**src/rtl/seq_det_pkg.sv**
```systemverilog
// Shared types and constants for the serial sequence detector.
package seq_det_pkg;

    // Reference pattern of the classic fixed detector; MSB is received first.
    localparam logic [4:0] PAT_11011 = 5'b11011;

    // Detection mode as driven on the overlap input.
    typedef enum logic {
        MODE_NOOVL = 1'b0,
        MODE_OVL   = 1'b1
    } ovl_mode_e;

    // Width of the fill counter; it must hold 0..len-1 and never collapse below one bit.
    function automatic int unsigned fill_width(input int unsigned len);
        return (len <= 2) ? 1 : $clog2(len);
    endfunction

endpackage

```
**src/rtl/seq_detector_param_if.sv**
```systemverilog
// Bit-stream, configuration and status bundle of the sequence detector.
import seq_det_pkg::*;

interface seq_detector_param_if #(
    parameter int unsigned LEN   = 5,
    parameter int unsigned CNT_W = 8
) ();
    localparam int unsigned FILL_W = fill_width(LEN);

    logic              in;
    logic              in_valid;
    logic              overlap;
    logic              cfg_load;
    logic [LEN-1:0]    cfg_pattern;
    logic              match;
    logic [CNT_W-1:0]  match_count;
    logic [FILL_W-1:0] fill;

    modport master (
        output in, in_valid, overlap, cfg_load, cfg_pattern,
        input  match, match_count, fill
    );

    modport slave (
        input  in, in_valid, overlap, cfg_load, cfg_pattern,
        output match, match_count, fill
    );
endinterface

```
**src/rtl/seq_detector_param_sat_counter.sv**
```systemverilog
// Saturating up-counter with synchronous reset and clear (clear wins over increment).
module sat_counter #(
    parameter int unsigned     W   = 8,
    parameter logic [W-1:0]    MAX = '1
) (
    input  logic         clk,
    input  logic         rst,
    input  logic         clr_i,
    input  logic         inc_i,
    output logic [W-1:0] cnt_o
);
    logic [W-1:0] cnt_q, cnt_d;

    // Next count: clear, else step unless already at the ceiling.
    always_comb begin
        cnt_d = cnt_q;
        if (clr_i) begin
            cnt_d = '0;
        end else if (inc_i && (cnt_q != MAX)) begin
            cnt_d = cnt_q + W'(1);
        end
    end

    // Count register.
    always_ff @(posedge clk) begin
        if (rst) begin
            cnt_q <= '0;
        end else begin
            cnt_q <= cnt_d;
        end
    end

    assign cnt_o = cnt_q;
endmodule

```
**src/rtl/seq_detector_param.sv**
```systemverilog
// Runtime-programmable serial sequence detector with overlap control and match counter.
// Optional macro SEQDET_REG_OUT_EN registers the match pulse (one cycle later).
import seq_det_pkg::*;

module seq_detector_param #(
    parameter int unsigned    LEN             = 5,
    parameter logic [LEN-1:0] DEFAULT_PATTERN = LEN'(PAT_11011),
    parameter int unsigned    CNT_W           = 8
) (
    input  logic                 clk,
    input  logic                 rst,
    seq_detector_param_if.slave  bus
);
    localparam int unsigned FILL_W = fill_width(LEN);
    localparam int unsigned HIST_W = LEN - 1;

    logic [LEN-1:0]    pattern_q, pattern_d;
    logic [HIST_W-1:0] hist_q, hist_d;
    logic [FILL_W-1:0] fill;
    logic [CNT_W-1:0]  count;
    logic              consume_c;
    logic              match_c;
    logic              fill_clr_c;
    ovl_mode_e         mode_c;

    // A bit is consumed only when valid and not overridden by reset or reload.
    assign consume_c  = bus.in_valid & ~rst & ~bus.cfg_load;
    assign match_c    = consume_c & (fill == FILL_W'(LEN - 1)) & ({hist_q, bus.in} == pattern_q);
    assign mode_c     = ovl_mode_e'(bus.overlap);
    // Non-overlapping mode discards history after a hit; a reload always does.
    assign fill_clr_c = bus.cfg_load | (match_c & (mode_c == MODE_NOOVL));

    // Pattern/history next state; history content is irrelevant while fill is short.
    always_comb begin
        pattern_d = pattern_q;
        hist_d    = hist_q;
        if (bus.cfg_load) begin
            pattern_d = bus.cfg_pattern;
            hist_d    = '0;
        end else if (bus.in_valid) begin
            hist_d = HIST_W'({hist_q, bus.in});
        end
    end

    // Pattern and history registers.
    always_ff @(posedge clk) begin
        if (rst) begin
            pattern_q <= DEFAULT_PATTERN;
            hist_q    <= '0;
        end else begin
            pattern_q <= pattern_d;
            hist_q    <= hist_d;
        end
    end

    sat_counter #(
        .W   (FILL_W),
        .MAX (FILL_W'(LEN - 1))
    ) u_fill (
        .clk   (clk),
        .rst   (rst),
        .clr_i (fill_clr_c),
        .inc_i (consume_c),
        .cnt_o (fill)
    );

    sat_counter #(
        .W   (CNT_W),
        .MAX ({CNT_W{1'b1}})
    ) u_match_count (
        .clk   (clk),
        .rst   (rst),
        .clr_i (bus.cfg_load),
        .inc_i (match_c),
        .cnt_o (count)
    );

`ifdef SEQDET_REG_OUT_EN
    logic match_r_q;

    // Registered match: one-cycle delayed copy of the combinational hit.
    always_ff @(posedge clk) begin
        if (rst) begin
            match_r_q <= 1'b0;
        end else begin
            match_r_q <= match_c;
        end
    end

    assign bus.match = match_r_q;
`else
    assign bus.match = match_c;
`endif

    assign bus.match_count = count;
    assign bus.fill        = fill;
endmodule

```
**src/flat_wrapper.sv**
```systemverilog
// flat-port wrapper written by rule: the top's interface ports become plain ports
module seq_detector_param_flat 
#(
    parameter int unsigned    LEN             = 5,
    parameter logic [LEN-1:0] DEFAULT_PATTERN = LEN'(PAT_11011),
    parameter int unsigned    CNT_W           = 8
)
  (clk, rst, bus_in, bus_in_valid, bus_overlap, bus_cfg_load, bus_cfg_pattern, bus_match, bus_match_count, bus_fill);
  seq_detector_param_if #(.LEN(LEN), .CNT_W(CNT_W)) bus_i ();
  input  logic clk;
  input  logic rst;
  input wire logic [$bits(bus_i.in)-1:0] bus_in;
  input wire logic [$bits(bus_i.in_valid)-1:0] bus_in_valid;
  input wire logic [$bits(bus_i.overlap)-1:0] bus_overlap;
  input wire logic [$bits(bus_i.cfg_load)-1:0] bus_cfg_load;
  input wire logic [$bits(bus_i.cfg_pattern)-1:0] bus_cfg_pattern;
  output wire logic [$bits(bus_i.match)-1:0] bus_match;
  output wire logic [$bits(bus_i.match_count)-1:0] bus_match_count;
  output wire logic [$bits(bus_i.fill)-1:0] bus_fill;
  assign bus_i.in = bus_in;
  assign bus_i.in_valid = bus_in_valid;
  assign bus_i.overlap = bus_overlap;
  assign bus_i.cfg_load = bus_cfg_load;
  assign bus_i.cfg_pattern = bus_cfg_pattern;
  assign bus_match = bus_i.match;
  assign bus_match_count = bus_i.match_count;
  assign bus_fill = bus_i.fill;
  seq_detector_param #(.LEN(LEN), .DEFAULT_PATTERN(DEFAULT_PATTERN), .CNT_W(CNT_W)) u_core (.clk(clk), .rst(rst), .bus(bus_i));
endmodule
```
**config.mk**
```make
export PLATFORM = sky130hd
export DESIGN_NAME = seq_detector_param_flat
export DESIGN_NICKNAME = d
export VERILOG_FILES = /design/src/rtl/seq_det_pkg.sv /design/src/rtl/seq_detector_param_if.sv /design/src/rtl/seq_detector_param_sat_counter.sv /design/src/rtl/seq_detector_param.sv /design/src/flat_wrapper.sv
export SDC_FILE = /design/constraint.sdc
export NUM_CORES = 1
export LEC_CHECK = 0
export BUFFER_PORTS_ARGS = -buffer_cell sky130_fd_sc_hd__buf_2
export CAP_MARGIN = 20
export CELL_PAD_IN_SITES_DETAIL_PLACEMENT = 1
export CELL_PAD_IN_SITES_GLOBAL_PLACEMENT = 2
export CORE_MARGIN = 8
export CORE_UTILIZATION = 31
export DETAILED_ROUTE_END_ITERATION = 8
export GPL_ROUTABILITY_DRIVEN = 0
export PLACE_DENSITY_LB_ADDON = 0.1
export SLEW_MARGIN = 15
export SYNTH_ARGS = -nofsm -noshare
export SYNTH_HDL_FRONTEND = slang
export SYNTH_SLANG_ARGS = --single-unit
```
**constraint.sdc**
```tcl
create_clock -name clk -period 2.05 [get_ports clk]
set_input_delay 0.205 -clock clk [delete_from_list [all_inputs] [get_ports clk]]
set_output_delay 0.205 -clock clk [all_outputs]
set_load 0.02 [all_outputs]
```
==> results of run 1 <==
==> power by group <==
| group | switching (uW) | internal [uW] | total (uW) |
|---|---|---|---|
| registers | 5.81 | 397 | 402 |
| clock network | 123 | 108 | 231 |
| logic | 37.2 | 31.6 | 68.8 |
| total | 166 | 536 | 702 |
==> cell type report <==
class                           instances  area (um^2)
Clock buffer                            4         36.3
Fill cell                             384         1830
Inverter                                3         11.3
Multi-Input combinational cell         76          579
Sequential cell                        20          400
Tap cell                               44         55.1
Timing Repair Buffer                   26          143
==> layer usage <==
layer	GRT usage	vias up	share of wire
li1	-	415	-
met1	0.109	377	0.47
met2	0.158	11	0.46
met3	0.0344	2	0.055
met4	0.0267	0	0.0083
met5	0	-	0
==> synth_stat cells <==
cell type	n
xnor2_1	2
nor2_1	9
nand4_1	3
nand2_1	6
or3_2	1
or4_1	3
nor3_1	1
nor4_1	1
clkbuf_1	2
o21ai_0	3
xor2_1	7
nor2b_1	5
ha_1	3
and2_1	2
a211o_1	4
or2_1	1
o21a_1	1
or3_1	2
inv_1	3
o31ai_1	2
nand3_1	4
nor4_4	1
mux2i_1	8
nand3_4	2
a21oi_1	4
nor3_4	1
buf_6	1
dfxtp_1	20
==> worst paths after layout <==
| kind | end | slack [ns] | cells past startpoint |
|---|---|---|---|
| max | u_core.u_match_count.cnt_o[7] | 0.15 | 7 |
| min | u_core.pattern_q[4] | 0.11 | 2 |
| max reg2reg | u_core.u_match_count.cnt_o[7] | 0.15 | 7 |
| min reg2reg | u_core.u_match_count.cnt_o[6] | 0.52 | 2 |
==> state kept, by name (all words and copies together), names as in the netlist <==
signal	count
u_core.u_match_count.cnt_o	8
u_core.pattern_q	5
u_core.hist_q	4
u_core.u_fill.cnt_o	3
==> critical path, delay by kind of cell (launching register included) <==
| family | cells | cell delay, ns |
|---|---|---|
| compound gates | 1 | 0.15 |
| fa+ha+maj | 1 | 0.22 |
| flops | 1 | 0.36 |
| buf+inv | 1 | 0.07 |
| simple gates | 4 | 1.03 |
==> logic make-up (layout without fill, tap and decap cells) <==
group	Yosys count	in the layout	synth area share
AND/OR/NAND/NOR	42	42	0.274
flip-flops	20	20	0.404
AO/OA/AOI/OAI	14	14	0.0934
XOR/XNOR	9	9	0.0795
multiplexers	8	8	0.0808
buffers and inverters	6	33	0.0303
adder cells (fa/ha/maj)	3	3	0.0379
==> stage by stage <==
step	std cells	worst slack, ns	hold slack [ns]	cell area, um^2
3_3_place_gp	169	0.112	0.412	1170
3_5_place_dp	169	0.0408	0.419	1170
2_1_floorplan	102	0.105	0.277	991
5_1_grt	173	0.00508	0.0838	1220
4_1_cts	173	0.00779	0.0946	1200
6_report	173	0.153	0.108	1220
==> flow_metrics.tcl, run 1 <==
set metrics [dict create \
    dieArea_um2 5260 \
    crit_slowest_cell "or4_1" \
    setup_viol 0 \
    cp-end-kind "flop" \
    start_util 0.325 \
    ys_warn_count 0 \
    diodes 0 \
    ctsResizeCount 0 \
    cts_inserted_buffers 3 \
    dr.pass1.iters 3 \
    clock_latency_ns 0.30 \
    tns_ns 0 \
    synth.largest_area_cell "dfxtp_1" \
    synth_top_area_frac 0.404 \
    placeableCoreArea_um2 3050 \
    status "completed" \
    avgSynthCellArea_um2 9.72 \
    dp_hpwl_mm 1.85 \
    grt_pass1_vias 895 \
    power.total_uw 702 \
    fin_skew_ns 0.00617 \
    report.final.slew_viol_count 0 \
    cts_max_path_buffers 2 \
    cp_max_fo 10 \
    hp-class "input port to flop" \
    post-route-min-period_ns 1.90 \
    fp-row-count 20 \
    layout-drive-gt1-share 0.287 \
    htree_levels 1 \
    die_w_um 72.5 \
    fin_crit_sh 0.925 \
    final_core_util 0.401 \
    ys_types 28 \
    worstPathCellList "inv_1 -> ha_1 -> nand3_4 -> nor4_4 -> nand3_4 -> or4_1 -> a21oi_1" \
    report.final.hold_viol_count 0 \
    totalWireLength_mm 2.29 \
    ir_worst_vdd_mv 0.408 \
    synthTopCellsByArea "dfxtp_1, mux2i_1, xor2_1" \
    hp-start "bus_cfg_pattern[4]" \
    die_h_um 72.5 \
    num_io_pins 23 \
    synth_fp_nets 116 \
    cp.arrival_ns 2.14 \
    drtAntennaViolNets 0 \
    post_cts_buffers 0 \
    cts.sinks 20 \
    final_cell_mix "buf_2, dfxtp_1, nor2_1, mux2i_1, xor2_1" \
    netlist_area_um2 991 \
    grt_setup_unrepaired "false" \
    drv_cap 0 \
    tightest_slew_ns 0.423 \
    route.detailed.drc 0 \
    clk_pin_slew_ns 0.12 \
    rr_startpoint "u_core.u_fill.cnt_o[1]" \
    total_leakage_power_uw 0.000500 \
    max_slew_margin 0.717 \
    holdBufCountCts 0 \
    final_common_cell "buf_2" \
    path_class "flop to flop" \
    path_common_cell "nand3_4" \
    area_growth_pct 23.6 \
    cp-start-kind "flop" \
    critPathMaxStageDelay_ns 0.50 \
    grt_overflow_total 0 \
    grtUsageTotal 0.0944 \
    drtIter0Drc 19 \
    post_drt_wl_per_cell_um 13.2 \
    vias 805 \
    crit_path_start "u_core.u_fill.cnt_o[1]" \
    cp.required_ns 2.29 \
    cts_tree "done" \
    yosysSeqAreaShare 0.404 \
    antenna_found_initial 0 \
    powerDensity_nw_per_um2 573 \
    fmax_mhz 527 \
    nNetsFinal 144 \
    grt_pass1_wl_mm 4.04 \
    postSynthCellCount 102 \
    io_buffer_count 22 \
    clk_root_buffer_cell "clkbuf_4" \
    grt_max_degree 12 \
    viasPerCell 4.65 \
    ys_ff_latch 20 \
]
No activity file was read; power rests on OpenSTA's default activity.
==> run 2: changes to the inputs <==
--- a/config.mk
+++ b/config.mk
@@ -14,6 +14,7 @@
 export DETAILED_ROUTE_END_ITERATION = 8
 export GPL_ROUTABILITY_DRIVEN = 0
 export PLACE_DENSITY_LB_ADDON = 0.1
+export REMOVE_ABC_BUFFERS = 1
 export SLEW_MARGIN = 15
 export SYNTH_ARGS = -nofsm -noshare
 export SYNTH_HDL_FRONTEND = slang
==> run 2 against run 1 <==
Compared with the run above: die area did not move; combinational power rose by 2%; design area rose by 2.1%; setup slack got worse by 0.035 ns; critical path depth fell by 3; global-route usage fell by 0.090 points; count of clock-buffer cells in the layout fell by 1; non-clock buffer count fell by 1; first-iteration DRC count fell by 32%; critical endpoint is now bus_match.
==> flow_metrics.tcl, run 2 (same netlist as run 1, synthesis figures left out) <==
set metrics [dict create \
    status "completed" \
    grt_max_degree 13 \
    dp_hpwl_mm 1.84 \
    report.final.slew_viol_count 0 \
    setup_viol 0 \
    route.detailed.drc 0 \
    totalWireLength_mm 2.30 \
    cp_max_fo 2 \
    start_util 0.325 \
    io_buffer_count 22 \
    report.final.hold_viol_count 0 \
    cp-end-kind "output pin" \
    grt.met3_usage 0.0331 \
    multi_input_area_um2 594 \
    fp-row-count 20 \
    final_common_cell "buf_2" \
    finalInstanceArea_um2 1250 \
    drv_cap 0 \
    clk_root_buffer_cell "clkbuf_4" \
    die_h_um 72.5 \
    cp-start-kind "flop" \
    use_met2 0.149 \
    vias 799 \
    powerDensity_nw_per_um2 641 \
    max_slew_margin 0.698 \
    grt_pass1_vias 842 \
    final_core_util 0.410 \
    placeableCoreArea_um2 3050 \
    ir_worst_vdd_mv 0.433 \
    grt_pass1_wl_mm 3.93 \
    tightest_slew_ns 0.451 \
    final_cell_mix "buf_2, dfxtp_1, nor2_1, mux2i_1, nand2_1" \
    viasPerCell 4.65 \
    drtAntennaViolNets 0 \
    cts_inserted_buffers 3 \
    grt_setup_unrepaired "false" \
    cts.sinks 20 \
    post_drt_wl_per_cell_um 13.4 \
    num_io_pins 23 \
    met1_usage 0.117 \
    die_w_um 72.5 \
    fillers 377 \
    htree_levels 1 \
    fin_crit_sh 0.943 \
    dr.pass1.iters 4 \
    largest_reg_flops 8 \
    diodes 0 \
    holdBufCountCts 0 \
    drtIter0Drc 13 \
    cp.arrival_ns 1.73 \
    hp-class "input port to flop" \
    dieArea_um2 5260 \
    cp.required_ns 1.85 \
    grt_busiest_layer "met2" \
    fin_skew_ns 0.00172 \
    ff_latch_area_um2 403 \
    antenna_found_initial 0 \
    path_class "flop to output pin" \
    clock_latency_ns 0.30 \
    clk_pin_slew_ns 0.12 \
    tns_ns 0 \
    layout-drive-gt1-share 0.313 \
    nNetsFinal 143 \
    fmax_mhz 517 \
    cts_tree "done" \
    post-route-min-period_ns 1.93 \
    grt_overflow_total 0 \
    total_leakage_power_uw 0.000504 \
    area_growth_pct 26.3 \
    grtUsageTotal 0.0935 \
    place_area_um2 1160 \
    cts_max_path_buffers 2 \
]
[run 2: cell count changes in the layout (fill, tap and decap cells not counted)]
cell       change
dfxtp_2        +2
clkbuf_8       -1
buf_4          -1
bufinv_16      +1
xor2_1         -2
xor2_2         +2
dfxtp_1        -2
[run 2: through the flow]
step           power (uW)  hold slack, ns  instances  setup WS, ns
4_1_cts               811          0.0786        172       0.00499
5_1_grt               847          0.0640        172        0.0162
2_1_floorplan         447           0.277         99         0.102
6_report              802          0.0939        172         0.118
3_5_place_dp          478           0.416        168        0.0808
3_3_place_gp          476           0.410        168         0.122
[run 2: worst max-delay path, cell delays in order, from the launching register on]
cell and delay (ns):
dfxtp_2 0.36, xor2_2 0.19, or4_4 0.54, nor4_4 0.16, buf_4 0.18
[run 2: final timing paths]
path,start,to,slack (ns),depth (start not counted)
max reg2reg,u_core.u_fill.cnt_o[0],u_core.u_match_count.cnt_o[7],0.19,7
min,bus_cfg_pattern[1],u_core.pattern_q[1],0.09,2
max,u_core.pattern_q[2],bus_match,0.12,4
min reg2reg,u_core.u_match_count.cnt_o[7],u_core.u_match_count.cnt_o[7],0.53,2
[run 2: layout make-up]
class,instances,area share
multi-input cells,76,0.475
flip-flops and latches,20,0.322
repair buffers,25,0.108
well taps,44,0.0440
clock inverters,1,0.0240
clock buffers,3,0.0180
inverters,3,0.00900
[run 2: routing by layer]
metal / routed length, um / vias up
met3: 120 / 2
li1: - / 413
met2: 1060 / 17
met1: 1110 / 367
met5: 0 / -
met4: 10 / 0
[run 2: timing repair]
action | CTS | global route
hold endpoints to repair | 0 | 0
buffers inserted | 0 | 0
resized for setup | 0 | 8
setup endpoints to repair | 0 | 4
[run 2: power by group]
part | leakage [uW] | internal [uW] | total (uW) | switching [uW]
logic | 0.000314 | 31.5 | 70.3 | 38.8
registers | 0.000163 | 397 | 404 | 6.77
clock network | 0.0000279 | 198 | 328 | 130
total | 0.000504 | 626 | 802 | 176
==> run 3: changes to the inputs <==
==> constraint.sdc (replaced) <==
create_clock -name clk -period 2.11 [get_ports clk]
set_input_delay 0.211 -clock clk [delete_from_list [all_inputs] [get_ports clk]]
set_output_delay 0.211 -clock clk [all_outputs]
set_load 0.02 [all_outputs]
==> run 3 against run 2 <==
Compared with the run above: hold slack improved by 0.0059 ns; final cell count is the same; die area is the same; largest power group unchanged; highest routed layer unchanged.
==> flow_metrics.tcl, run 3 (same netlist as run 1, synthesis figures left out) <==
set metrics [dict create \
    status "completed" \
    final_common_cell "buf_2" \
    powerDensity_nw_per_um2 634 \
    vias 798 \
    fin_crit_sh 0.925 \
    critPathMaxStageDelay_ns 0.55 \
    crit_slowest_cell "or4_1" \
    worstRegToRegCells 7 \
    total_leakage_power_uw 0.000492 \
    tns_ns 0 \
    fp-row-count 20 \
    worstPathCellList "xor2_1 -> or4_1 -> nor4_2 -> buf_4" \
    clkPwrFrac 0.411 \
    num_io_pins 23 \
    ir_worst_vdd_mv 0.421 \
    max_slew_margin 0.753 \
    rr_startpoint "u_core.u_fill.cnt_o[0]" \
    clk_pin_slew_ns 0.12 \
    clock_latency_ns 0.30 \
    holdPathEnd "u_core.pattern_q[1]" \
    internal_power_uw 606 \
    cp-end-kind "output pin" \
    die_w_um 72.5 \
    fin_skew_ns 0.00179 \
    io_buffer_count 22 \
    cp-start-kind "flop" \
    grt_pass1_vias 842 \
    drtAntennaViolNets 0 \
    grt_max_degree 13 \
    tightest_slew_ns 0.370 \
    placeableCoreArea_um2 3050 \
    route.detailed.drc 0 \
    drv_cap 0 \
    swShare 0.216 \
    dr.pass1.iters 4 \
    setup_viol 0 \
    grt_pass1_wl_mm 3.93 \
    cp_max_fo 2 \
    path_class "flop to output pin" \
    nNetsFinal 143 \
    grt_setup_unrepaired "false" \
    hp-start "bus_cfg_pattern[1]" \
    antenna_found_initial 0 \
    post_drt_wl_per_cell_um 13.3 \
    rr_endpoint "u_core.u_match_count.cnt_o[7]" \
    die_h_um 72.5 \
    viasPerCell 4.64 \
    cts.sinks 20 \
    holdBufCountCts 0 \
    grt_overflow_total 0 \
    hp-class "input port to flop" \
    report.final.slew_viol_count 0 \
    combPwrFrac 0.083 \
    dp_hpwl_mm 1.84 \
    clk_root_buffer_cell "clkbuf_4" \
    start_util 0.325 \
    cp.required_ns 1.90 \
    report.final.hold_viol_count 0 \
    grtUsageTotal 0.0935 \
    layout-drive-gt1-share 0.273 \
    cts_max_path_buffers 2 \
    switchingPower_uw 168 \
    drtIter0Drc 18 \
    dieArea_um2 5260 \
    area_growth_pct 23.2 \
    seqPwrFrac 0.505 \
    totalWireLength_mm 2.28 \
    post-route-min-period_ns 1.95 \
    min_path_cells 2 \
    cts_inserted_buffers 3 \
    final_cell_mix "buf_2, dfxtp_1, nor2_1, mux2i_1, xor2_1" \
    cp.arrival_ns 1.74 \
    largest_reg_flops 8 \
    diodes 0 \
    cts_tree "done" \
    htree_levels 1 \
    rrSetupSlack_ns 0.26 \
    fmax_mhz 512 \
    final_core_util 0.400 \
]
[run 3: cell count changes in the layout (fill, tap and decap cells not counted)]
cell | previous run | this run
nor4_4 | 2 | 1
or4_1 | 2 | 3
dfxtp_1 | 18 | 20
xor2_1 | 5 | 7
or4_4 | 1 | 0
dfxtp_2 | 2 | 0
xor2_2 | 2 | 0
nor4_2 | 0 | 1
[run 3: cell type report]
class / instances / area (um^2)
fillers: 377 / 1830
multi-input cells: 76 / 567
flip-flops and latches: 20 / 400
repair buffers: 25 / 135
well taps: 44 / 55.1
clock inverters: 1 / 30.0
clock buffers: 3 / 22.5
inverters: 3 / 11.3
[run 3: timing repair]
| action | CTS | global route |
|---|---|---|
| resized for setup | 0 | 2 |
| endpoints found under the setup margin | 0 | 3 |
| setup buffers | 0 | 0 |
[run 3: power by group through the flow]
stage / clock network, uW / logic, uW / registers (uW)
5_1_grt: 355 / 71.0 / 393
4_1_cts: 331 / 65.1 / 392
3_5_place_dp: 0 / 64.8 / 400
2_1_floorplan: 0 / 35.4 / 399
3_3_place_gp: 0 / 62.8 / 400
6_report: 318 / 64.3 / 391
[run 3: per-stage QoR]
step / instances / setup WS [ns] / total power [uW] / hold WS [ns] / area [um^2]
global placement: 168 / 0.182 / 463 / 0.416 / 1160
detailed placement: 168 / 0.141 / 465 / 0.422 / 1160
CTS: 172 / 0.0590 / 788 / 0.0846 / 1210
finish: 172 / 0.158 / 774 / 0.0998 / 1220
global route: 172 / 0.0104 / 818 / 0.0700 / 1220
floorplan: 99 / 0.162 / 434 / 0.283 / 972
[run 3: critical path: cells and delay by family (launching register included)]
| family | cells | cell delay (ns) |
|---|---|---|
| buffers and inverters | 1 | 0.19 |
| XOR/XNOR | 1 | 0.18 |
| flip-flops | 1 | 0.34 |
| AND/OR/NAND/NOR | 2 | 0.72 |
[run 3: worst max-delay path by stage]
stage                                 startpoint                            end  cells past startpoint
after CTS                    u_core.pattern_q[2]                      bus_match                      4
after floorplan           u_core.u_fill.cnt_o[0]  u_core.u_match_count.cnt_o[7]                      7
after global placement    u_core.u_fill.cnt_o[0]  u_core.u_match_count.cnt_o[7]                      7
final                        u_core.pattern_q[0]                      bus_match                      4
after detailed placement  u_core.u_fill.cnt_o[0]  u_core.u_match_count.cnt_o[7]                      7
after global routing         u_core.pattern_q[2]                      bus_match                      4
[run 3: per-layer routing]
metal  share of wire  wire [um]  track usage  vias to the layer above
met5               0          0            0                        -
met2            0.46       1050        0.149                       17
met1            0.48       1100        0.117                      365
met4          0.0044         10       0.0200                        0
met3           0.053        120       0.0331                        2
li1                -          -            -                      414
